[config.mk]
export PLATFORM = sky130hd
export DESIGN_NAME = jstk_poll_ctrl
export DESIGN_NICKNAME = d
export VERILOG_FILES = /design/src/rtl/jstk_poll_ctrl_pkg.sv /design/src/rtl/poll_timer.sv /design/src/rtl/jstk_poll_ctrl.sv
export SDC_FILE = /design/constraint.sdc
export NUM_CORES = 1
export LEC_CHECK = 0
export CORE_ASPECT_RATIO = 1.5
export CORE_UTILIZATION = 34
export DETAILED_ROUTE_END_ITERATION = 7
export GPL_ROUTABILITY_DRIVEN = 0
export PLACE_DENSITY = 0.7
export SETUP_SLACK_MARGIN = 0.1
export SLEW_MARGIN = 10
export SYNTH_ARGS = -nofsm -noshare
export SYNTH_HDL_FRONTEND = slang
export SYNTH_SLANG_ARGS = --single-unit
[constraint.sdc]
create_clock -name CLK -period 5.1 [get_ports CLK]
set_input_delay 1.275 -clock CLK [delete_from_list [all_inputs] [get_ports CLK]]
set_output_delay 1.275 -clock CLK [all_outputs]
set_load 0.03 [all_outputs]
[src/rtl/jstk_poll_ctrl_pkg.sv]
// Shared definitions for the joystick poll controller: FSM encoding,
// command word layout and the bit positions of the received fields.
package jstk_poll_ctrl_pkg;

  // Controller states, 3-bit encoding.
  typedef enum logic [2:0] {
    ST_IDLE  = 3'd0,
    ST_ARB   = 3'd1,
    ST_START = 3'd2,
    ST_XFER  = 3'd3,
    ST_LATCH = 3'd4,
    ST_GAP   = 3'd5
  } state_t;

  // Width of the poll-period counter and the POLL_DIV input.
  localparam int POLL_W = 16;

  // Command byte base; the low two bits carry the LED state.
  localparam logic [7:0] CMD_BASE = 8'h80;

  // One transfer moves this many bytes each way.
  localparam int BYTE_CNT = 5;
  localparam int WORD_W   = 8 * BYTE_CNT;

  // Field positions inside the 40-bit received word.
  localparam int X_LO_MSB = 39;
  localparam int X_LO_LSB = 32;
  localparam int X_HI_MSB = 25;
  localparam int X_HI_LSB = 24;
  localparam int Y_LO_MSB = 23;
  localparam int Y_LO_LSB = 16;
  localparam int Y_HI_MSB = 9;
  localparam int Y_HI_LSB = 8;
  localparam int BTN_MSB  = 2;
  localparam int BTN_LSB  = 0;

  // Build the outgoing command word: command byte first, zero padding after.
  function automatic logic [WORD_W-1:0] led_cmd(input logic [1:0] led);
    return {CMD_BASE | {6'b0, led}, {(WORD_W - 8){1'b0}}};
  endfunction

endpackage

[src/rtl/poll_timer.sv]
// Poll-period timer: emits a one-cycle tick every POLL_DIV enabled cycles.
// POLL_DIV is picked up whenever a period restarts; 0 behaves as 1.
module poll_timer
  import jstk_poll_ctrl_pkg::*;
(
  input  logic              CLK,
  input  logic              RST,
  input  logic              EN,
  input  logic [POLL_W-1:0] POLL_DIV,
  output logic              TICK
);

  logic [POLL_W-1:0] r_cnt;
  logic [POLL_W-1:0] w_reload;
  logic              w_last;

  assign w_reload = (POLL_DIV == '0) ? POLL_W'(1) : POLL_DIV;
  assign w_last   = (r_cnt <= POLL_W'(1));
  assign TICK     = EN && w_last;

  // Down-counter: reload on reset and on the final count, freeze while disabled.
  // NOTE: state registers use non-blocking assignments so every flop samples
  // pre-edge values regardless of statement order.
  always_ff @(posedge CLK) begin
    if (RST) begin
      r_cnt <= w_reload;
    end else if (EN) begin
      r_cnt <= w_last ? w_reload : r_cnt - POLL_W'(1);
    end
  end

endmodule

[src/rtl/jstk_poll_ctrl.sv]
// Joystick poll controller: periodically (or on an LED-update request)
// launches a 5-byte exchange through the SPI byte controller, decodes the
// returned position/button word and guards each transfer with a timeout.
module jstk_poll_ctrl
  import jstk_poll_ctrl_pkg::*;
#(
  parameter int TMO_CYC = 4096,
  parameter int GAP_CYC = 16
) (
  input  logic              CLK,
  input  logic              RST,
  input  logic              EN,
  input  logic [POLL_W-1:0] POLL_DIV,
  input  logic              LED_REQ,
  input  logic [1:0]        LED_VAL,
  output logic              LED_ACK,
  input  logic              SS_MON,
  input  logic [WORD_W-1:0] DIN_RX,
  output logic              SND_REC,
  output logic [WORD_W-1:0] DIN_TX,
  output logic [9:0]        X_POS,
  output logic [9:0]        Y_POS,
  output logic [2:0]        BTN,
  output logic              SAMPLE_VLD,
  output logic              TIMEOUT
);

  localparam int TMO_W = $clog2(TMO_CYC + 1);
  localparam int GAP_W = (GAP_CYC > 1) ? $clog2(GAP_CYC + 1) : 1;
  localparam logic [TMO_W-1:0] TMO_LAST = TMO_W'(TMO_CYC - 1);
  localparam logic [GAP_W-1:0] GAP_LAST = (GAP_CYC > 1) ? GAP_W'(GAP_CYC - 1) : '0;

  state_t            r_state;
  logic              r_poll_pend;
  logic              r_led_grant;
  logic [1:0]        r_led_val;
  logic [TMO_W-1:0]  r_tmo_cnt;
  logic [GAP_W-1:0]  r_gap_cnt;
  logic              r_snd_rec;
  logic [WORD_W-1:0] r_din_tx;
  logic [9:0]        r_x_pos;
  logic [9:0]        r_y_pos;
  logic [2:0]        r_btn;
  logic              r_sample_vld;
  logic              r_led_ack;
  logic              r_timeout;

  logic              w_tick;
  logic              w_tmo_hit;
  logic              w_unused_rx;

  // Received bits that carry no field; collected so they read as intentional.
  assign w_unused_rx = ^{DIN_RX[31:26], DIN_RX[15:10], DIN_RX[7:3]};

  assign w_tmo_hit = (r_tmo_cnt >= TMO_LAST);

  poll_timer u_poll_timer (
    .CLK      (CLK),
    .RST      (RST),
    .EN       (EN),
    .POLL_DIV (POLL_DIV),
    .TICK     (w_tick)
  );

  // Transfer sequencer with all outputs registered; the pending-poll flag is
  // set by every tick and cleared only when an arbitration slot consumes it.
  always_ff @(posedge CLK) begin
    if (RST) begin
      r_state      <= ST_IDLE;
      r_poll_pend  <= 1'b0;
      r_led_grant  <= 1'b0;
      r_led_val    <= 2'b00;
      r_tmo_cnt    <= '0;
      r_gap_cnt    <= '0;
      r_snd_rec    <= 1'b0;
      r_din_tx     <= '0;
      r_x_pos      <= '0;
      r_y_pos      <= '0;
      r_btn        <= '0;
      r_sample_vld <= 1'b0;
      r_led_ack    <= 1'b0;
      r_timeout    <= 1'b0;
    end else begin
      r_sample_vld <= 1'b0;
      r_led_ack    <= 1'b0;
      if (w_tick) begin
        r_poll_pend <= 1'b1;
      end

      case (r_state)
        ST_IDLE: begin
          if (LED_REQ || r_poll_pend) begin
            r_state <= ST_ARB;
          end
        end

        ST_ARB: begin
          // One transfer always returns a sample, so it also serves any
          // pending poll; a tick landing in this very cycle stays pending.
          r_poll_pend <= w_tick;
          r_led_grant <= LED_REQ;
          if (LED_REQ) begin
            r_led_val <= LED_VAL;
            r_din_tx  <= led_cmd(LED_VAL);
          end else begin
            r_din_tx  <= led_cmd(r_led_val);
          end
          r_tmo_cnt <= '0;
          r_snd_rec <= 1'b1;
          r_state   <= ST_START;
        end

        ST_START: begin
          if (!SS_MON) begin
            r_tmo_cnt <= r_tmo_cnt + TMO_W'(1);
            r_state   <= ST_XFER;
          end else if (w_tmo_hit) begin
            r_snd_rec <= 1'b0;
            r_timeout <= 1'b1;
            r_gap_cnt <= '0;
            r_state   <= ST_GAP;
          end else begin
            r_tmo_cnt <= r_tmo_cnt + TMO_W'(1);
          end
        end

        ST_XFER: begin
          if (SS_MON) begin
            r_snd_rec <= 1'b0;
            r_state   <= ST_LATCH;
          end else if (w_tmo_hit) begin
            r_snd_rec <= 1'b0;
            r_timeout <= 1'b1;
            r_gap_cnt <= '0;
            r_state   <= ST_GAP;
          end else begin
            r_tmo_cnt <= r_tmo_cnt + TMO_W'(1);
          end
        end

        ST_LATCH: begin
          // Sampling one cycle after slave-select rises lets the byte
          // controller's last negedge update settle first.
          r_x_pos      <= {DIN_RX[X_HI_MSB:X_HI_LSB], DIN_RX[X_LO_MSB:X_LO_LSB]};
          r_y_pos      <= {DIN_RX[Y_HI_MSB:Y_HI_LSB], DIN_RX[Y_LO_MSB:Y_LO_LSB]};
          r_btn        <= DIN_RX[BTN_MSB:BTN_LSB];
          r_sample_vld <= 1'b1;
          r_led_ack    <= r_led_grant;
          r_gap_cnt    <= '0;
          r_state      <= ST_GAP;
        end

        ST_GAP: begin
          if (r_gap_cnt >= GAP_LAST) begin
            r_state <= ST_IDLE;
          end else begin
            r_gap_cnt <= r_gap_cnt + GAP_W'(1);
          end
        end

        default: begin
          r_snd_rec <= 1'b0;
          r_state   <= ST_IDLE;
        end
      endcase
    end
  end

  assign SND_REC    = r_snd_rec;
  assign DIN_TX     = r_din_tx;
  assign X_POS      = r_x_pos;
  assign Y_POS      = r_y_pos;
  assign BTN        = r_btn;
  assign SAMPLE_VLD = r_sample_vld;
  assign LED_ACK    = r_led_ack;
  assign TIMEOUT    = r_timeout;

endmodule

==> metrics, run 1 <==
ANT nets after route=0; post-CTS setup buffer count=0; Worst IR Drop VDD=between 0.2 and 0.25 mV; Inserted Diodes=0; # nets final=just under 600; Final Slew Violations=0; Req. time, crit path=approximately 5.4 ns; die area=roughly 0.011 sq mm; TritonCTS Buffers=9; vias=3,256; vias in the first global route=3,097; Overflow after GRT=0; clock sinks=71; Ports=130; Yosys top cell by area=dfxtp_1; Multi-input gate area=roughly 0.0019 sq mm; 1st-iter DRT viols=between 150 and 200; Filler cells=roughly 1,000; endpoint class of the critical path=flop; Async S/R FF share, synth=0%; vias per cell=~5; initial antenna violation count=0; #FFs+latches synth=71; # setup viols final=0; Worst EP arrival=about 3.2 ns; Clk pin slew, worst setup/hold paths=around 0.06 ns; H-tree lvl count=3; Max-slew headroom=38.93%; Tot GR Track Use=between 15 and 20%; Post-Syn Area=approximately 0.0037 sq mm; status=finished clean; minimum clock period after layout=just under 3 ns; register area=0.001582 sq mm; drt first pass iters=4; die width=slightly below 90 um; worst-path fanout max=8; P per Cell Area=394.6 mW/mm^2; global-route wire length before repair=14.17 mm; layout cell share with drive strength beyond 1=roughly 6%; largest net degree at the start of global routing=between 40 and 50; RSZ-0062 raised after global routing=false; DRT Wirelength=about 8.7 mm; Initial Util=a little over a third; Die Height=around 130 um; number of flops mapped to enable cells by yosys=16; design area=between 0.004 and 0.005 sq mm; Fin Clk Skew=around 0.0052 ns; Routed WL per cell=roughly 13 um; DRC viols=0; Final HPWL DP=6.274 mm; Max-Cap Viols=0; CTS tree=done; Max Clk Rate=between 300 and 400 MHz; Yosys top cell area share=around 30%; IO buf count=75; Resize count post-CTS=0; Post-Synthesis Cells=between 400 and 500; P&R area growth vs syn=28.00%; setup TNS=0 ns; Hold Vio Cnt, Final=0; ys flop type=dfxtp_1; Fin Hold WS=0.4511 ns; min-delay worst type=reg2reg; count leader, synth=nand2_1; Yosys cell types=52; Site Rows=46; CTS max path bufs=2; dpl cell area=0.004404 sq mm; commonest cells in the netlist=nand2_1, a21oi_1, dfxtp_1; worst setup path class=in2reg; largest cells by area after synthesis=dfxtp_1, edfxtp_1, a21oi_1; register area share after synthesis=a little over two fifths; hold_buf cts=0; Worst-Margin Slew=~0.92 ns; clock latency on the worst-skew pair=0.33 ns; Syn Area/Cell=between 8 and 9 sq um; Static Leak=between 1.5 and 2 nW; root buffer cell=clkbuf_16; crit share post-route=a little under three fifths; Worst setup SP type=input port; Core ar.=around 0.011 sq mm; synth warn=0
==> final timing paths <==
check	startpoint	endpoint	slack, ns	cells past startpoint
max	SS_MON	r_tmo_cnt[10]	2.17	6
min	Y_POS[6]	Y_POS[6]	0.45	2
min reg2reg	Y_POS[6]	Y_POS[6]	0.45	2
max reg2reg	r_gap_cnt[0]	r_gap_cnt[0]	2.83	7
==> placed cells by master (no fill, tap or decap), drive strengths merged, types with 3 or more instances in the layout <==
cell type      count
clkinv             3
buf                3
edfxtp            16
a211oi             5
or2                4
xor2               4
nand3              9
or3                8
nor2              44
xnor2              9
dfxtp             55
conb              37
a31oi              9
nor3              10
a311oi             5
o21ai             10
a21oi             56
nand2b             7
ha                 6
o31ai              3
inv                9
nand4              6
nor2b              4
nand2             70
and3               5
nor4               8
clkbuf            12
clkdlybuf4s50     74
==> worst max-delay path: stages <==
cell             delay (ns)
clkdlybuf4s50_1        0.58
and3_1                 0.28
nor3_2                 0.33
o2bb2ai_1              0.31
a41oi_1                0.19
a311oi_1               0.21
==> logic make-up (layout without fill, tap and decap cells) <==
family	Yosys count	after routing	synth area share [%]
AND/OR/NAND/NOR	181	181	23.03
AO/OA/AOI/OAI	105	105	17.42
flip-flops	71	71	43.01
buffers and inverters	65	101	10.48
XOR/XNOR	13	13	3.096
adder cells (fa/ha/maj)	7	7	2.314
multiplexers	2	2	0.5444
other	1	37	0.1020
==> registers in the layout, summed over array words and instances (netlist names), 2 cells and up <==
register	count
u_poll_timer.r_cnt	16
r_tmo_cnt	13
X_POS	10
Y_POS	10
r_gap_cnt	5
BTN	3
DIN_TX	3
r_state	3
r_led_val	2
==> per-layer routing <==
metal | GRT usage, % | vias to the layer above | share of wire, %
met5 | 0 | - | 0
met4 | 9.804 | 0 | 2.7
met3 | 3.439 | 15 | 4.7
met2 | 28.07 | 95 | 53
met1 | 18.11 | 1512 | 40
li1 | - | 1634 | -
==> through the flow <==
stage,setup slack [ns],utilization (%),std cells,total power [mW]
floorplan,2.505,-,481,1.091
global placement,1.903,41.82,645,1.230
detailed placement,1.874,41.82,645,1.245
CTS,2.220,44.69,661,1.872
global route,2.031,44.69,661,1.957
finish,2.170,44.69,661,1.857
==> power breakdown <==
group          leakage, nW  switching, mW  total (mW)  internal (mW)
clock                0.154          0.237       0.621          0.384
combinational        0.891          0.339       0.541          0.202
sequential           0.602         0.0610       0.695          0.634
==> final cells by class <==
class                           count  area share [%]
Multi-Input combinational cell    345           39.34
Sequential cell                    71           33.60
Timing Repair Buffer               77           16.16
Clock buffer                       12           5.901
Tap cell                          144           3.828
Inverter                            8          0.6380
Clock inverter                      4          0.5316
Note: power is estimated with default switching activity, not from simulation.
==> run 2, diff against run 1 <==
==> constraint.sdc (replaced) <==
create_clock -name CLK -period 3 [get_ports CLK]
set_input_delay 0.75 -clock CLK [delete_from_list [all_inputs] [get_ports CLK]]
set_output_delay 0.75 -clock CLK [all_outputs]
set_load 0.03 [all_outputs]
==> run 2 against run 1 <==
Against the previous run:
- critical path depth unchanged
- setup slack got worse by 1.6 ns
- sequential cell count unchanged
- via count increased by 1.2%
- non-clock buffer count increased by 2
- wire length increased by 1.4%
- critical endpoint unchanged
==> metrics, run 2 (same netlist as run 1, synthesis figures left out) <==
status=finished clean; minimum clock period after layout=2.388 ns; worst-path fanout max=8; Cells after DPL=approximately 650; Filler cells=around 1,000; Worst-Margin Slew=about 0.93 ns; Site Rows=between 40 and 50; DRC viols=0; Worst setup SP type=input port; dpl ws=0.3062 ns; # setup viols final=0; Tot GR Track Use=15.90%; R2R cell count=7; vias in the first global route=~3,100; Fin Clk Skew=just over 0.005 ns; wire length on met3=431 um; root buffer cell=clkbuf_16; Hold Vio Cnt, Final=0; R2R Path Start=r_state[2]; initial antenna violation count=0; cells along the critical path=clkdlybuf4s50_1 > and3_1 > nor3_2 > o2bb2ai_1 > a41oi_1 > a311oi_1; Max-slew headroom=37.92%; R2R Setup Slk=0.72 ns; # nets final=just under 600; number of flip-flops in the largest register=16; most frequent cells in the layout=clkdlybuf4s50_1, nand2_1, a21oi_1; Largest Register=u_poll_timer.r_cnt; reg2reg end=r_tmo_cnt[7]; Overflow after GRT=0; hold path startpoint=X_POS[6]; clock sinks=71; Max Used Layer=met4; Hold Path Depth=2; post-CTS setup buffer count=0; Worst EP arrival=2.63 ns; Core ar.=around 0.011 sq mm; Slowest cell on crit path=clkdlybuf4s50_1; global-route wire length before repair=14.08 mm; top flop regs=u_poll_timer.r_cnt x16, r_tmo_cnt x13; setup TNS=0 ns; 1st-iter DRT viols=between 150 and 200; Ports=130; Resize count post-CTS=0; Die Height=roughly 130 um; worst setup path class=in2reg; crit share post-route=about 80%; Clk pin slew, worst setup/hold paths=0.06 ns; vias=approximately 3,300; Worst Hold End=X_POS[6]; Worst IR Drop VDD=about 0.46 mV; TritonCTS Buffers=9; Req. time, crit path=approximately 3.2 ns; slowest stage delay, CP=0.57 ns; min-delay worst type=reg2reg; RSZ-0062 raised after global routing=false; met2 wire length=between 4 and 5 mm; hold_buf cts=0; Inserted Diodes=0; H-tree lvl count=3; setup ws final=0.6115 ns; Final HPWL DP=around 6.3 mm; DRT met1 WL=around 3.6 mm; layout cell share with drive strength beyond 1=under 10%; Post-Layout Cell Count=approximately 660; clock latency on the worst-skew pair=between 0.3 and 0.4 ns; ANT nets after route=0; endpoint class of the critical path=flop; CTS max path bufs=2; Final Slew Violations=0; Static Leak=about 1.7 nW; Initial Util=a little over a third; largest net degree at the start of global routing=33; Max Clk Rate=around 420 MHz; most common cell after layout, fill and taps aside=clkdlybuf4s50_1; vias per cell=4.970; DRT Wirelength=8.808 mm; Max-Cap Viols=0; IO buf count=75; CTS tree=done; P&R area growth vs syn=29.67%; die area=~0.011 sq mm; P per Cell Area=698.6 mW/mm^2; drt first pass iters=5; die width=approximately 87 um; Routed WL per cell=approximately 13 um
run 2: cell types whose count changed in the layout (fill, tap and decap cells not counted), sizes merged:
cell and change:
clkinv -3, buf +2, bufinv +2, clkbuf -1, clkinvlp +1, inv +1
run 2: how the worst max path moves through the flow:
stage,start,to,slack (ns),cells after the start
2_1_floorplan,r_state[2],r_tmo_cnt[7],0.88,9
3_3_place_gp,SS_MON,r_tmo_cnt[9],0.32,6
3_5_place_dp,SS_MON,r_tmo_cnt[10],0.31,6
4_1_cts,SS_MON,r_tmo_cnt[10],0.64,6
5_1_grt,SS_MON,r_tmo_cnt[10],0.43,6
6_report,SS_MON,r_tmo_cnt[10],0.61,6
run 2: worst max-delay path: cells and delay by family:
family | cells | cell delay, ns
compound gates | 3 | 0.71
buf+inv | 1 | 0.57
simple gates | 2 | 0.60
run 2: final cells by class:
type | count | area, sq um | area share (%)
multi-input combinational | 345 | 1852 | 38.84
sequential | 71 | 1582 | 33.17
clock buffer | 11 | 264.0 | 5.537
clock inverter | 5 | 85.08 | 1.784
inverter | 8 | 30.03 | 0.6298
timing repair buffer | 79 | 775.7 | 16.27
tap | 144 | 180.2 | 3.779
run 2: report_power, final:
part           switching (mW)  leakage (nW)  internal (mW)
combinational           0.577         0.901          0.345
clock                   0.420         0.168          0.807
sequential              0.105         0.602           1.08
total                    1.10          1.67           2.23
run 2: layer usage:
metal  vias up  track usage [%]
li1       1632                -
met1      1527            17.76
met2       114            27.98
met3        22            3.758
met4         0            7.843
met5         -                0
run 2: per-stage QoR:
step	total power, mW	hold slack [ns]	area, sq um	utilization, %
4_1_cts	3.351	0.4540	4768	45.27
6_report	3.331	0.4565	4768	45.27
2_1_floorplan	1.854	0.4357	3812	-
3_3_place_gp	2.093	0.4419	4419	41.96
5_1_grt	3.498	0.4703	4768	45.27
3_5_place_dp	2.118	0.4453	4419	41.96
